$ cat src/rtl/alu_share_arb.sv
// Round-robin arbiter that shares one 32-bit ALU between two valid/ready requesters,
// with a one-entry registered response buffer per requester. Optional macro: ALU_SHARE_PERF_EN.
module alu_share_arb #(
    parameter int DATA_W = 32,
    parameter int OP_W   = 3,
    parameter int CNT_W  = 16
) (
    input  logic              clk,
    input  logic              reset,
    input  logic              req0_valid,
    output logic              req0_ready,
    input  logic [DATA_W-1:0] req0_a,
    input  logic [DATA_W-1:0] req0_b,
    input  logic [OP_W-1:0]   req0_op,
    output logic              rsp0_valid,
    input  logic              rsp0_ready,
    output logic [DATA_W-1:0] rsp0_result,
    output logic              rsp0_zero,
    input  logic              req1_valid,
    output logic              req1_ready,
    input  logic [DATA_W-1:0] req1_a,
    input  logic [DATA_W-1:0] req1_b,
    input  logic [OP_W-1:0]   req1_op,
    output logic              rsp1_valid,
    input  logic              rsp1_ready,
    output logic [DATA_W-1:0] rsp1_result,
    output logic              rsp1_zero
`ifdef ALU_SHARE_PERF_EN
    ,
    output logic [CNT_W-1:0]  conflict_cnt
`endif
);

    if (DATA_W != 32 || OP_W != 3 || CNT_W < 1) begin : g_param_check
        $error("alu_share_arb supports only DATA_W=32, OP_W=3, CNT_W>=1");
    end

    logic              r_rr_ptr;
    logic [1:0]        r_rsp_valid;
    logic [DATA_W-1:0] r_rsp0_result;
    logic [DATA_W-1:0] r_rsp1_result;
    logic [1:0]        r_rsp_zero;

    logic              w_elig0;
    logic              w_elig1;
    logic              w_grant0;
    logic              w_grant1;
    logic [DATA_W-1:0] w_a;
    logic [DATA_W-1:0] w_b;
    logic [OP_W-1:0]   w_op;
    logic [DATA_W-1:0] w_alu;
    logic              w_alu_zero;

    // A full buffer that is being drained this cycle can accept a new result.
    assign w_elig0  = req0_valid && (!r_rsp_valid[0] || rsp0_ready);
    assign w_elig1  = req1_valid && (!r_rsp_valid[1] || rsp1_ready);
    assign w_grant0 = !reset && w_elig0 && (!w_elig1 || !r_rr_ptr);
    assign w_grant1 = !reset && w_elig1 && (!w_elig0 ||  r_rr_ptr);

    assign req0_ready = w_grant0;
    assign req1_ready = w_grant1;

    assign w_a  = w_grant1 ? req1_a  : req0_a;
    assign w_b  = w_grant1 ? req1_b  : req0_b;
    assign w_op = w_grant1 ? req1_op : req0_op;

    always_comb begin
        w_alu = '0;
        case (w_op)
            3'b000:  w_alu = w_a + w_b;
            3'b001:  w_alu = w_a - w_b;
            3'b010:  w_alu = w_a & w_b;
            3'b011:  w_alu = w_a | w_b;
            3'b101:  w_alu = {{(DATA_W-1){1'b0}}, (w_a < w_b)};
            // Shift amounts of 32 or more push every bit out.
            3'b110:  w_alu = (|w_b[DATA_W-1:5]) ? '0 : (w_a << w_b[4:0]);
            default: w_alu = '0;
        endcase
    end

    assign w_alu_zero = (w_alu == '0);

    always_ff @(posedge clk) begin
        if (reset) begin
            r_rr_ptr      <= 1'b0;
            r_rsp_valid   <= 2'b00;
            r_rsp0_result <= '0;
            r_rsp1_result <= '0;
            r_rsp_zero    <= 2'b00;
        end else begin
            if (w_grant0) begin
                r_rsp_valid[0] <= 1'b1;
                r_rsp0_result  <= w_alu;
                r_rsp_zero[0]  <= w_alu_zero;
            end else if (r_rsp_valid[0] && rsp0_ready) begin
                r_rsp_valid[0] <= 1'b0;
            end

            if (w_grant1) begin
                r_rsp_valid[1] <= 1'b1;
                r_rsp1_result  <= w_alu;
                r_rsp_zero[1]  <= w_alu_zero;
            end else if (r_rsp_valid[1] && rsp1_ready) begin
                r_rsp_valid[1] <= 1'b0;
            end

            if (w_grant0) begin
                r_rr_ptr <= 1'b1;
            end else if (w_grant1) begin
                r_rr_ptr <= 1'b0;
            end
        end
    end

    assign rsp0_valid  = r_rsp_valid[0];
    assign rsp0_result = r_rsp0_result;
    assign rsp0_zero   = r_rsp_zero[0];
    assign rsp1_valid  = r_rsp_valid[1];
    assign rsp1_result = r_rsp1_result;
    assign rsp1_zero   = r_rsp_zero[1];

`ifdef ALU_SHARE_PERF_EN
    logic [CNT_W-1:0] r_conflict_cnt;

    // Counts cycles where one eligible port had to lose arbitration; sticks at all-ones.
    always_ff @(posedge clk) begin
        if (reset) begin
            r_conflict_cnt <= '0;
        end else if (w_elig0 && w_elig1 && (r_conflict_cnt != '1)) begin
            r_conflict_cnt <= r_conflict_cnt + 1'b1;
        end
    end

    assign conflict_cnt = r_conflict_cnt;
`endif

endmodule
$ cat config.mk
export PLATFORM = sky130hd
export DESIGN_NAME = alu_share_arb
export DESIGN_NICKNAME = d
export VERILOG_FILES = /design/src/rtl/alu_share_arb.sv
export SDC_FILE = /design/constraint.sdc
export NUM_CORES = 1
export LEC_CHECK = 0
export ABC_AREA = 1
export CAP_MARGIN = 15
export CELL_PAD_IN_SITES_DETAIL_PLACEMENT = 2
export CELL_PAD_IN_SITES_GLOBAL_PLACEMENT = 2
export CORE_AREA = 2 2 207 209
export CTS_BUF_LIST = sky130_fd_sc_hd__clkbuf_4
export DETAILED_ROUTE_END_ITERATION = 6
export DIE_AREA = 0 0 209 211
export HOLD_SLACK_MARGIN = 0.15
export PLACE_DENSITY_LB_ADDON = 0.2
export RECOVER_POWER = 25
export SLEW_MARGIN = 20
export SYNTH_ARGS = -nofsm -noshare
export SYNTH_HDL_FRONTEND = slang
export SYNTH_SLANG_ARGS = --single-unit
$ cat constraint.sdc
create_clock -name clk -period 4.27 [get_ports clk]
set_clock_uncertainty 0.05 [all_clocks]
set_input_delay 0.427 -clock clk [delete_from_list [all_inputs] [get_ports clk]]
set_output_delay 0.427 -clock clk [all_outputs]
set_load 0.1 [all_outputs]
==> metrics.md, run 1 <==
| Metric | Value |
|---|---|
| Status | `complete, but fails checks` |
| Failing checks | `negative setup slack` |
| Hold WC Path Type | `in2reg` |
| PwrDens | `roughly 310 nW/um2` |
| Worst hold path depth | `4` |
| Area growth, synth to finish | `72.1%` |
| Leak | `between 10 and 15 nW` |
| DR iter-0 viols | `about 1,800` |
| Nets | `approximately 3,000` |
| Vias per cell | `between 5 and 6` |
| Setup violators final | `33` |
| #FFs+latches synth | `69` |
| Cell Rows | `between 70 and 80` |
| Synthesized cell area | `11,600 um2` |
| Initial antenna violation count | `7` |
| Design area | `19,900 um2` |
| Synthesized area per cell | `~5.5 um2` |
| WHS | `approximately 0.36 ns` |
| Critical Path End Type | `flip-flop` |
| Net count of the mapped netlist | `between 2,000 and 2,500` |
| Peak VDD IR | `approximately 0.19 mV` |
| Met1 wire length | `39,200 um` |
| Final WS setup | `-0.384 ns` |
| Post-synthesis sequential area ratio | `between 10% and 20%` |
| Fmax achieved | `0.215 GHz` |
| Reg2reg path depth | `26` |
| Crit Path Max Fanout | `7` |
| Largest net degree at the start of global routing | `60` |
| Commonest non-fill, non-tap cell in the layout | `nand2_1` |
| Vias | `just under 20,000` |
| Initial Utilization | `approximately 28%` |
| Worst setup path start | `r_rsp_valid[1]$_SDFFE_PP0P_` |
| Layout cells sized above 1 | `31.4%` |
| I/O pin count | `210` |
| Post-CTS Hold Fix Bufs | `0` |
| Placed cell area | `around 17,000 um2` |
| Final ANT Viol Nets | `0` |
| YS warnings | `0` |
| FF-to-FF Start | `r_rsp_valid[1]$_SDFFE_PP0P_` |
| Total gr overflow | `0` |
| Post-route DRC | `0` |
| Distinct cells, synth | `between 40 and 50` |
| CTS H-tree lvls | `3` |
| Number of global-route vias before repair | `19,500` |
| Root buf cell | `clkbuf_4` |
| Fin crit period | `~4.7 ns` |
| Most frequent cells in the layout | `528 x nand2_1, 461 x buf_4, 274 x inv_1` |
| Met3 routed WL | `~9700 um` |
| Gpl congestion | `approximately 0.97` |
| Hpwl dp | `a little over 70,000 um` |
| Startpoint types | `flip-flop` |
| Tightest Pin Transition | `between 1 and 1.5 ns` |
| Number of CTS-inserted buffers | `9` |
| Setup Slack @ Placement | `-1.06 ns` |
| Worst EP required | `roughly 4.7 ns` |
| Hold path startpoint | `rsp1_ready` |
| Drt wl/cell | `approximately 32 um` |
| Die area | `44,100 um2` |
| Die height | `approximately 210 um` |
| RSZ-0062 raised after global routing | `true` |
| Final wirelength | `approximately 110,000 um` |
| Worst-Skew Late Latency | `0.53 ns` |
| Core area | `around 42,000 um2` |
| Mapped Cells | `between 2,000 and 2,500` |
| Met2 Wirelength | `between 40,000 and 50,000 um` |
| Max_slew headroom | `between 20% and 30%` |
| Die W | `between 200 and 250 um` |
| CTS max path bufs | `2` |
| Final Hold Fails | `0` |
| First-pass iteration count of the detailed router | `5` |
| Total Routing Usage GR | `between 30% and 40%` |
| Worst Setup Path Type | `reg2reg` |
| Clock Pin Slew Worst Setup and Hold Paths | `0.16 ns` |
| CTS tree | `built` |
| Fin crit share | `109%` |
| Max Used Layer | `met5` |
| IO Port Bufs | `between 200 and 250` |
| Sink Count | `69` |
| MaxCap Viol Count | `0` |
| First-pass GRT wire length | `about 130,000 um` |
| Pins Over Slew Limit | `0` |
| WP data arrival | `just over 5 ns` |
area by class of cell:
type                       count  area, um2
multi-input combinational   1642      10100
fill                        5007      21800
sequential                    69       1390
clock buffer                   9       67.6
clock inverter                 7       97.6
timing repair buffer         715       6430
inverter                     311       1170
antenna                        7       17.5
tap                          539        674
cells in the mapped netlist (all sizes together):
cell type,count,area [um2]
nand2,624,2370
inv,309,1160
nand3,306,1560
nor2,194,749
o21ai,132,709
a21oi,125,629
ha,108,1350
dfxtp,69,1380
buf,59,407
nand3b,43,327
clkbuf,36,135
nand4,19,119
nor3,14,70.1
xor2,14,123
o211ai,11,87.6
o22ai,10,62.6
o21bai,8,60.1
a21o,6,45.0
a31oi,5,31.3
o21a,5,37.5
or2,5,31.3
a21boi,3,22.5
clkinv,2,7.51
fa,2,40.0
nor4,2,12.5
a2111oi,1,8.76
a211oi,1,7.51
and2,1,6.26
o221ai,1,8.76
xnor2,1,8.76
per-layer routing:
metal  up-vias  global-route usage (%)
li1       8051                       -
met1      9742                    49.3
met2      1254                    66.6
met3       558                    5.44
met4         2                    14.2
met5         -                       0
worst max-delay path: stages, from the launching register on:
cell and delay [ns]:
dfxtp_4 0.39, nand2_4 0.09, nand2_4 0.08, nor2_8 0.13
buf_12 0.17, nand2_8 0.12, buf_4 0.20, o21ai_4 0.29
buf_6 0.16, inv_2 0.05, buf_4 0.15, ha_1 0.32
nand2_1 0.13, nand2_1 0.10, a21oi_2 0.21, nand2_4 0.13
a31oi_2 0.23, a21oi_1 0.13, o21ai_0 0.17, nand3_2 0.20
a21oi_2 0.22, nand3_1 0.13, nor2_1 0.13, nand3_1 0.15
nor2_4 0.14, nand3_4 0.11, a21oi_2 0.19
logic make-up (layout without fill, tap and decap cells):
| family | after synthesis | after routing | share of synthesized area, % |
|---|---|---|---|
| xor gates and xnor gates | 15 | 15 | 1.14 |
| AOI/OAI and AO/OA | 308 | 308 | 14.8 |
| and+or+nand+nor | 1208 | 1209 | 45.4 |
| buffers and inverters | 406 | 1042 | 14.8 |
| other | 0 | 7 | 0 |
| DFF | 69 | 69 | 11.9 |
| adders and majority gates | 110 | 110 | 12.0 |
worst paths after layout:
path / to / slack, ns
worst min-delay path: r_rsp_valid[1]$_SDFFE_PP0P_ / 0.36
worst min register to register: r_rsp_zero[1]$_SDFFE_PP0N_ / 0.49
worst max register to register: r_rsp_zero[0]$_SDFFE_PP0P_ / -0.38
worst max-delay path: r_rsp_zero[0]$_SDFFE_PP0P_ / -0.38
metrics by stage:
step	TNS, ns	total power, W	std cells	util (%)
6_report	-5.00	0.00619	3299	47.7
5_1_grt	-7.89	0.00634	3295	47.7
4_1_cts	-0.00805	0.00529	3254	43.8
3_5_place_dp	-31.31	0.00458	3219	41.6
3_3_place_gp	-19.78	0.00443	3219	41.6
2_1_floorplan	0	0.00263	2116	-
report_power, final:
part | total (W) | internal, W | leakage [nW] | switching (W)
registers | 0.000759 | 0.000710 | 0.572 | 0.0000489
logic | 0.00489 | 0.00174 | 9.71 | 0.00315
clock network | 0.000537 | 0.000238 | 0.0842 | 0.000298
registers in the layout (all words and copies together), names as in the netlist:
signal	cells
rsp0_result	32
rsp1_result	32
r_rsp_valid	2
r_rsp_zero	2
r_rr_ptr	1
timing repair:
item / in CTS / in global routing
setup endpoints to repair: 30 / 34
resized for setup: 145 / 312
pin swaps: 28 / 97
cloned: 4 / 6
setup buffers: 15 / 34
Note: power is estimated with default switching activity, not from simulation.
==> run 2: changes to the inputs <==
Settings changed: ABC_CLOCK_PERIOD_IN_PS from default to 4270, CELL_PAD_IN_SITES_DETAIL_PLACEMENT 2 to default, CELL_PAD_IN_SITES_GLOBAL_PLACEMENT 2 to default, CORE_AREA 2 2 207 209 to 2 2 174 176, DIE_AREA 0 0 209 211 to 0 0 176 178, HOLD_SLACK_MARGIN 0.15 to 0.06.
==> run 2 against run 1 <==
  * The run ends with max-capacitance violations, max-slew violations left
  * Final cell count shrank 7.1%
  * Flip-flop and latch count is the same
  * Fmax grew 13%
  * First-iteration DRC count shrank 18%
  * Critical path depth grew 2
  * Routed wire length shrank 49%
  * Largest cell class unchanged
  * Highest routed layer unchanged
==> metrics.md, run 2 (synthesis gave the netlist of run 1 again) <==
| Metric | Value |
|---|---|
| Hold WC Path Type | `in2reg` |
| Post-Place Cells | `roughly 3,000` |
| Die area | `roughly 31,000 um2` |
| P_sw | `0.00251 W` |
| Worst-Skew Late Latency | `about 0.41 ns` |
| Total Routing Usage GR | `about a third` |
| Nets | `around 3,000` |
| Sink Count | `69` |
| IO Port Bufs | `between 200 and 250` |
| Setup violators final | `0` |
| Layout cells sized above 1 | `about a quarter` |
| Reg2reg path depth | `28` |
| Initial antenna violation count | `4` |
| Leak | `between 9 and 10 nW` |
| Sequential Power Share | `15.3%` |
| Post-route DRC | `0` |
| CTS tree | `built` |
| Max_slew headroom | `-67.9%` |
| Core area | `~30,000 um2` |
| Vias per cell | `~5.2` |
| WHS | `between 0.2 and 0.3 ns` |
| CTS max path bufs | `2` |
| Vias | `between 15,000 and 20,000` |
| Number of CTS-inserted buffers | `9` |
| Tightest Pin Transition | `~2.5 ns` |
| Final Hold Fails | `0` |
| FF-to-FF Start | `r_rsp_valid[1]$_SDFFE_PP0P_` |
| Switching share of power | `around half` |
| Worst Setup Path Type | `in2reg` |
| First-pass GRT wire length | `a little over 80,000 um` |
| I/O pin count | `210` |
| Die W | `176 um` |
| Top Family by Delay on Critical Path | `simple AND/OR/NAND/NOR gates` |
| Commonest non-fill, non-tap cell in the layout | `nand2_1` |
| Internal power | `around 0.0024 W` |
| Die height | `~180 um` |
| Most frequent cells in the layout | `576 x nand2_1, 397 x buf_4, 290 x nand3_1` |
| CTS H-tree lvls | `3` |
| WP data arrival | `between 4 and 5 ns` |
| CP peak stage delay | `approximately 0.53 ns` |
| Crit path buf inv count | `7` |
| Design area | `roughly 18,000 um2` |
| Critical Path End Type | `flip-flop` |
| Reg2Reg Setup Slack | `a little under 0.3 ns` |
| Fin crit share | `slightly below 100%` |
| Clock Power Share | `between 8 and 9%` |
| Pins Over Slew Limit | `103` |
| Drt wl/cell | `~18 um` |
| Worst setup path start | `req1_valid` |
| Largest net degree at the start of global routing | `60` |
| Total gr overflow | `0` |
| Peak VDD IR | `between 0.1 and 0.15 mV` |
| Hpwl dp | `around 45,000 um` |
| Comb pwr share | `about three quarters` |
| Clock Pin Slew Worst Setup and Hold Paths | `approximately 0.11 ns` |
| Startpoint types | `primary input` |
| Final ANT Viol Nets | `0` |
| Worst EP required | `approximately 4.6 ns` |
| Gpl congestion | `1.02` |
| Cell Rows | `63` |
| Area growth, synth to finish | `55.3%` |
| Post-CTS Hold Fix Bufs | `0` |
| Number of global-route vias before repair | `between 10,000 and 15,000` |
| DR iter-0 viols | `between 1,500 and 2,000` |
| Final wirelength | `approximately 55,000 um` |
| Status | `complete, but fails checks` |
| Initial Utilization | `~39%` |
| RR Endpoint | `r_rsp_zero[0]$_SDFFE_PP0P_` |
| PwrDens | `around 270 nW/um2` |
| Non-filler cells, final | `between 3,000 and 4,000` |
| Root buf cell | `clkbuf_4` |
| CP Depth | `28` |
| First-pass iteration count of the detailed router | `6` |
| Crit Path Max Fanout | `5` |
| Failing checks | `max-capacitance violations, max-slew violations` |
| MaxCap Viol Count | `2` |
| Utilization after layout | `between 60% and 70%` |
| Fin crit period | `around 4 ns` |
| Critical Path End | `r_rsp_zero[0]$_SDFFE_PP0P_` |
| Fmax achieved | `between 0.2 and 0.25 GHz` |
| Placed cell area | `between 15,000 and 20,000 um2` |
| Crit path max-delay cell type | `clkdlybuf4s50_1` |
[run 2: changes by cell type in the layout (fill, tap and decap cells not counted), sizes merged]
cell / delta
dlygate4sd2: -1
diode: -5
bufinv: -1
buf: -81
clkdlybuf4s50: -30
clkbuf: +4
dlygate4sd3: +31
bufbuf: -2
[run 2: per-stage QoR]
stage	TNS, ns	setup WS, ns	total power, W
after floorplan	0	0.159	0.00263
after global placement	-9.70	-0.627	0.00411
after detailed placement	-10.19	-0.611	0.00413
after CTS	0	0.0264	0.00456
after global routing	-0.0748	-0.0410	0.00518
final	0	0.155	0.00487
[run 2: worst min-delay path by stage]
stage / from / slack, ns / endpoint / cells past startpoint
2_1_floorplan: r_rr_ptr$_SDFFE_PP0P_ / 0.40 / r_rr_ptr$_SDFFE_PP0P_ / 2
3_3_place_gp: r_rr_ptr$_SDFFE_PP0P_ / 0.42 / r_rr_ptr$_SDFFE_PP0P_ / 2
3_5_place_dp: r_rr_ptr$_SDFFE_PP0P_ / 0.43 / r_rr_ptr$_SDFFE_PP0P_ / 2
4_1_cts: r_rr_ptr$_SDFFE_PP0P_ / 0.45 / r_rr_ptr$_SDFFE_PP0P_ / 2
5_1_grt: rsp1_ready / 0.28 / r_rsp_valid[1]$_SDFFE_PP0P_ / 4
6_report: rsp1_ready / 0.28 / r_rsp_valid[1]$_SDFFE_PP0P_ / 4
[run 2: layer usage]
| layer | global-route usage, % | vias to the layer above | share of wire, % |
|---|---|---|---|
| li1 | - | 7878 | - |
| met1 | 46.2 | 7328 | 45 |
| met2 | 51.8 | 750 | 43 |
| met3 | 5.65 | 117 | 9.0 |
| met4 | 10.7 | 2 | 3.5 |
| met5 | 0 | - | 0.024 |
[run 2: timing repair]
action / in CTS / in global routing
setup endpoints to repair: 5 / 22
setup buffers: 0 / 23
hold endpoints to repair: 0 / 0
pin swaps: 2 / 54
resized for setup: 10 / 208
gates cloned: 0 / 9
[run 2: tightest hold or removal path, delay by kind of cell]
kind / cells / cell delay [ns]
AOI/OAI and AO/OA: 1 / 0.07
buffers and inverters: 2 / 0.15
and+or+nand+nor: 1 / 0.06
[run 2: layout make-up]
type / instances / area, um2
antenna: 2 / 5.00
clock buffer: 10 / 75.1
clock inverter: 6 / 62.6
fill: 2931 / 11400
inverter: 311 / 1170
multi-input combinational: 1642 / 9210
sequential: 69 / 1380
tap: 390 / 488
timing repair buffer: 635 / 5590
[run 2: power groups by stage]
stage          Combinational, W  Clock [W]  Sequential [W]
2_1_floorplan           0.00141          0         0.00122
3_3_place_gp            0.00335          0        0.000759
3_5_place_dp            0.00337          0        0.000760
4_1_cts                 0.00339   0.000424        0.000746
5_1_grt                 0.00398   0.000451        0.000752
6_report                0.00372   0.000412        0.000744
